--- src/rtl/word_byte_pkg.sv ---
// Shared widths and FSM state encoding for the word-to-byte serializer.
package word_byte_pkg;

  localparam int BYTE_W = 8;
  localparam int WORD_W = 16;

  typedef enum logic [1:0] {
    ST_IDLE = 2'b00,
    ST_HI   = 2'b01,
    ST_LO   = 2'b10
  } tx_state_t;

endpackage

--- src/rtl/word_byte_tx.sv ---
// Byte serializer: takes a 16-bit word on a valid/ready handshake and sends
// it on an 8-bit bus, high byte first, then low byte.
// Optional feature macro: WORD_BYTE_TX_PIPE_EN (accept the next word in the
// same cycle the low byte completes, giving 2 cycles per word).
//
// state   | meaning
// --------+---------------------------------------------------
// ST_IDLE | no word held; ready for a new word
// ST_HI   | high byte on data_out, waiting for byte_ready
// ST_LO   | low byte on data_out, waiting for byte_ready
// 2'b11   | illegal; recovers to ST_IDLE
module word_byte_tx
  import word_byte_pkg::*;
(
  input  logic              clk1,
  input  logic              rst,
  input  logic [WORD_W-1:0] word_in,
  input  logic              word_valid,
  output logic              word_ready,
  input  logic              abort,
  output logic [BYTE_W-1:0] data_out,
  output logic              byte_valid,
  input  logic              byte_ready,
  output logic              busy
);

  tx_state_t         r_state;
  logic [WORD_W-1:0] r_hold;
  logic [BYTE_W-1:0] r_data_out;
  logic              r_byte_valid;

  tx_state_t         w_state_nxt;
  logic [BYTE_W-1:0] w_data_nxt;
  logic              w_byte_valid_nxt;
  logic              w_word_ready;
  logic              w_accept;

  // Ready is a pure function of state, abort and (pipelined build) byte_ready.
  always_comb begin
    w_word_ready = 1'b0;
    if (!abort) begin
      if (r_state == ST_IDLE) begin
        w_word_ready = 1'b1;
      end
`ifdef WORD_BYTE_TX_PIPE_EN
      else if (r_state == ST_LO) begin
        w_word_ready = byte_ready;
      end
`endif
    end
  end

  assign w_accept = word_valid && w_word_ready;

  // Next-state and next-output decode; abort overrides every state.
  always_comb begin
    w_state_nxt      = r_state;
    w_data_nxt       = r_data_out;
    w_byte_valid_nxt = r_byte_valid;
    if (abort) begin
      // hold and data_out deliberately left untouched
      w_state_nxt      = ST_IDLE;
      w_byte_valid_nxt = 1'b0;
    end else begin
      case (r_state)
        ST_IDLE: begin
          if (w_accept) begin
            w_state_nxt      = ST_HI;
            w_data_nxt       = word_in[WORD_W-1:BYTE_W];
            w_byte_valid_nxt = 1'b1;
          end
        end
        ST_HI: begin
          if (byte_ready) begin
            w_state_nxt = ST_LO;
            w_data_nxt  = r_hold[BYTE_W-1:0];
          end
        end
        ST_LO: begin
          if (byte_ready) begin
            if (w_accept) begin
              // back-to-back word: stay valid, go straight to the new high byte
              w_state_nxt      = ST_HI;
              w_data_nxt       = word_in[WORD_W-1:BYTE_W];
              w_byte_valid_nxt = 1'b1;
            end else begin
              w_state_nxt      = ST_IDLE;
              w_byte_valid_nxt = 1'b0;
            end
          end
        end
        default: begin
          w_state_nxt      = ST_IDLE;
          w_byte_valid_nxt = 1'b0;
        end
      endcase
    end
  end

  // State and output registers.
  always_ff @(posedge clk1 or negedge rst) begin
    if (!rst) begin
      r_state      <= ST_IDLE;
      r_data_out   <= '0;
      r_byte_valid <= 1'b0;
    end else begin
      r_state      <= w_state_nxt;
      r_data_out   <= w_data_nxt;
      r_byte_valid <= w_byte_valid_nxt;
    end
  end

  // Hold register captures the whole word on every accepted handshake.
  always_ff @(posedge clk1 or negedge rst) begin
    if (!rst) begin
      r_hold <= '0;
    end else if (w_accept) begin
      r_hold <= word_in;
    end
  end

  assign word_ready = w_word_ready;
  assign data_out   = r_data_out;
  assign byte_valid = r_byte_valid;
  assign busy       = (r_state != ST_IDLE);

endmodule

--- config.mk ---
export PLATFORM = sky130hd
export DESIGN_NAME = word_byte_tx
export DESIGN_NICKNAME = d
export VERILOG_FILES = /design/src/rtl/word_byte_pkg.sv /design/src/rtl/word_byte_tx.sv
export SDC_FILE = /design/constraint.sdc
export NUM_CORES = 1
export LEC_CHECK = 0
export CORE_MARGIN = 4
export CORE_UTILIZATION = 46
export DETAILED_ROUTE_END_ITERATION = 8
export PLACE_DENSITY = 0.88
export SLEW_MARGIN = 20
export SYNTH_ARGS = -nofsm -noshare
export SYNTH_HDL_FRONTEND = slang
export SYNTH_SLANG_ARGS = --single-unit
--- constraint.sdc ---
create_clock -name clk1 -period 3.8 [get_ports clk1]
set_clock_uncertainty 0.1 [all_clocks]
set_input_delay 0.76 -clock clk1 [delete_from_list [all_inputs] [get_ports clk1]]
set_output_delay 0.76 -clock clk1 [all_outputs]
set_load 0.03 [all_outputs]
Word level (Yosys, flattened, before mapping)
Cells that the tools add are included.
{"block": "op_classes", "n_addsub": 0, "n_mul": 0, "div": 0, "magnitude_cmp": 0, "n_eq_ne": 8, "n_shift": 0, "mux": 17, "n_bitwise": 1, "reduce_logical": 7}
{"cell": "2-to-1 mux 8 bit", "count": 3}
{"cell": "case mux 8 bit (3 select lines)", "count": 1}
{"cell": "!= test 3 bit, second input constant", "count": 3}
{"cell": "2-to-1 mux 2 bit", "count": 4}
{"cell": "2-to-1 mux 1 bit", "count": 7}
{"cell": "!= test 2 bit, second input constant", "count": 3}
{"cell": "case mux 2 bit (3 select lines)", "count": 1}
{"cell": "AND reduction 3 bit", "count": 2}
{"cell": "AND reduction 4 bit", "count": 1}
{"cell": "case mux 1 bit (3 select lines)", "count": 1}
{"cell": "nonzero test 3 bit", "count": 1}
{"cell": "equality test 2 x 1 -> 1 bit, second input constant", "count": 1}
{"cell": "equality test 2 bit, second input constant", "count": 1}
{"cell": "logical NOT 2 bit", "count": 1}
{"cell": "nonzero test 2 bit", "count": 1}
{"cell": "logical AND 1 bit", "count": 1}
{"cell": "NOT 1 bit", "count": 1}
{"block": "word_totals", "reg_bits": 19, "latchBits": 0, "mem_bits_rw": 0, "romBits": 0, "inputBits": 21, "output_inout_bits": 11, "mem_count": 0}

Longest topological paths before layout
{"block": "logic_depth", "depth_word": 8, "ltp_mapped": 4}

Least setup slack after synthesis
No wires, ideal clock.
{"block": "synth_timing", "path_type": "input port to flip-flop", "start": "in abort", "end": "reg r_hold[0]", "setup_ns": 0.125, "arrival_time_ns": 2.190, "t_required_ns": 3.575, "path_slack_ns": 1.385, "cell_stages": 4, "n_path_buf": 1, "path_cell_list": "nor3_1 and2_1 buf_4 mux2_2"}
{"block": "synth_via", "elab_chain_len": 2}
{"element": "start, declared", "line": "word_byte_tx.sv:20", "rtl": "input logic abort,"}
{"element": "2-to-1 mux 1 bit", "line": "word_byte_tx.sv:41", "rtl": "if (!abort) begin"}
{"element": "logical AND 1 bit", "line": "word_byte_tx.sv:53", "rtl": "assign w_accept = word_valid && w_word_ready;"}
{"element": "end signal, assigned", "line": "word_byte_tx.sv:118", "rtl": "r_hold <= word_in;"}
{"element": "end, declared", "line": "word_byte_tx.sv:28", "rtl": "logic [WORD_W-1:0] r_hold;"}
Every way passes these cells.
A chain may end at the register's enable or synchronous reset.

Final worst setup path
{"block": "layout_timing", "start": "in abort", "end": "out word_ready"}
{"block": "layout_via", "elab_chain_len": 1}
{"element": "2-to-1 mux 1 bit", "line": "word_byte_tx.sv:41"}
{"element": "end, declared", "line": "word_byte_tx.sv:19", "rtl": "output logic word_ready,"}
Every way passes these cells.

==> metrics <==
Final Cycle Share=0.824; first-pass GRT wire length=2.72 mm; TritonRoute pass-1 iters=5; leakage power=0.000506 uW; Die H=51.6 um; area delta synth->final=39.9%; RSZ-0062 raised after global routing=false; sequential cell area=475 sq um; total negative slack=0 ns; HPWL Detailed=1.24 mm; post-CTS setup buffers=0; starting density of the core=0.496; #FFs+latches synth=19; largest net degree at the start of global routing=20; die width=51.6 um; Placer Congestion=0.668; PortBufs=31; clk_lat worst skew=0.28 ns; Worst setup EP type=output port; total wire length=1.65 mm; final core utilization=0.694; switching pwr=182 uW; yosys warns=0; CTS Sinks=19; final setup fails=0; Data arrival, critical path=2.27 ns; Syn Nets=81; area of the multi-input gates=377 sq um; required time worst endpoint=2.94 ns; MaxCap Viol Count=0; io pins=32; root buffer cell=clkbuf_4; CP Launch Type=input port; sequential share of power=0.460; initial antenna violation count=0; layout cells sized above 1=0.323; Final #Nets=115; vias in the first global route=623; H-Tree Depth=1; Worst-Margin Slew=0.827 ns; n_diodes=0; Post-Syn Area=875 sq um; Comb power frac=0.376; power density cells=482 nW/um^2; Crit Path Max Fanout=5; Int Power=408 uW; CTS tree=done; PostCTS Resize Cnt=0; maximum vdd ir drop=0.325 mV; drt wl/cell=14.0 um; Cell variety after synth=17; syn avg cell area=14.6 sq um; post-layout min period=3.13 ns; Rows=15; DR vias/cell=4.97; Power, Total=590 uW; GR Overflow Total=0; hold_buf cts=0; outcome=completed; Antenna Nets Post-Route=0; Post-Synthesis Cells=60; Seq/Total Area, Yosys=0.544; DRC=0; Final Hold Viols=0; Reg clk slew, reported paths=0.10 ns; total number of vias=587; Clock Path Buffers=2; Worst Hold Class=reg -> reg; Worst Setup Path Type=in -> out; clock buffer count from CTS=3; Total GRT Usage=0.137; Rel. slew slack=0.447; core area=1760 sq um; clock share of power=0.165; die area=2660 sq um; fmax=0.319 GHz; max-slew violations=0; reg2reg setup slack=1.96 ns; number of fill cells=144; switching part of the total=0.309; DR iter-0 viols=7
-- sequential cells by signal (all words and copies together) (netlist names) --
signal and flops:
data_out 8, r_hold 8, byte_valid 1, r_state 2
-- critical path, stage by stage --
cell,delay (ns)
clkdlybuf4s50_1,0.51
nor3_1,0.29
clkdlybuf4s50_1,0.72
-- layout make-up --
cell class	count	share of cell area
flip-flops and latches	19	0.389
inverters	1	0.00307
well taps	25	0.0256
repair buffers	31	0.254
multi-input cells	38	0.308
clock buffers	4	0.0215
-- cells in the mapped netlist --
cell type	n	area, sq um
buf_4	1	7.51
a21oi_1	1	5.00
and2_1	1	6.26
nor3_4	1	16.3
dfrtp_1	19	475
nor2b_2	1	8.76
nor3b_1	1	7.51
mux2i_1	1	10.0
a22oi_1	1	7.51
a21o_2	1	8.76
mux2_2	21	236
buf_6	1	11.3
nor3_1	1	5.00
nor2_1	4	15.0
inv_1	1	3.75
mux2_4	3	45.0
o21ai_0	1	5.00
-- per-layer routing --
layer  GRT usage  vias up  wire, um
li1            -      281         -
met1       0.165      277       692
met2       0.237       27       812
met3      0.0201        2       124
met4      0.0655        0        17
met5           0        -         0
-- cell families after synthesis --
| family | after synthesis | synth area share |
|---|---|---|
| buffers and inverters | 3 | 0.0257 |
| AND/OR/NAND/NOR | 9 | 0.0672 |
| AO/OA/AOI/OAI | 4 | 0.0300 |
| multiplexers | 25 | 0.333 |
| flip-flops | 19 | 0.544 |
-- through the flow --
stage	instance area (sq um)	hold WS [ns]	setup WS, ns	instances
2_1_floorplan	875	0.364	1.39	60
3_3_place_gp	1200	0.382	0.723	114
3_5_place_dp	1200	0.392	0.636	114
4_1_cts	1220	0.419	0.635	118
5_1_grt	1220	0.448	0.586	118
6_report	1220	0.412	0.669	118
-- final timing paths --
check	to	cells after the start	from
worst min register to register	r_hold[7]	1	r_hold[7]
max in group asynchronous	data_out[5]	1	rst
worst max-delay path	word_ready	3	abort
worst max register to register	data_out[6]	3	r_state[0]
min in group asynchronous	data_out[7]	1	rst
worst min-delay path	r_hold[7]	1	r_hold[7]
-- power by group through the flow --
stage,registers [uW],clock network (uW),logic [uW]
3_5_place_dp,276,0,224
2_1_floorplan,325,0,80.8
5_1_grt,279,111,236
6_report,271,97.1,222
3_3_place_gp,274,0,220
4_1_cts,272,101,225
-- layout by cell type (no fill, tap or decap) --
master           Yosys  routed
nor3_4               1       1
nor3_1               1       1
o21ai_0              1       1
a21o_2               1       1
clkbuf_4             0       3
mux2i_1              1       1
nor2_1               4       4
nor2b_2              1       1
mux2_2              21      21
mux2_4               3       3
a22oi_1              1       1
and2_1               1       1
nor3b_1              1       1
dfrtp_1             19      19
inv_1                1       1
a21oi_1              1       1
clkdlybuf4s50_1      0      31
clkbuf_1             0       1
Power figures use the tool's default switching activity.
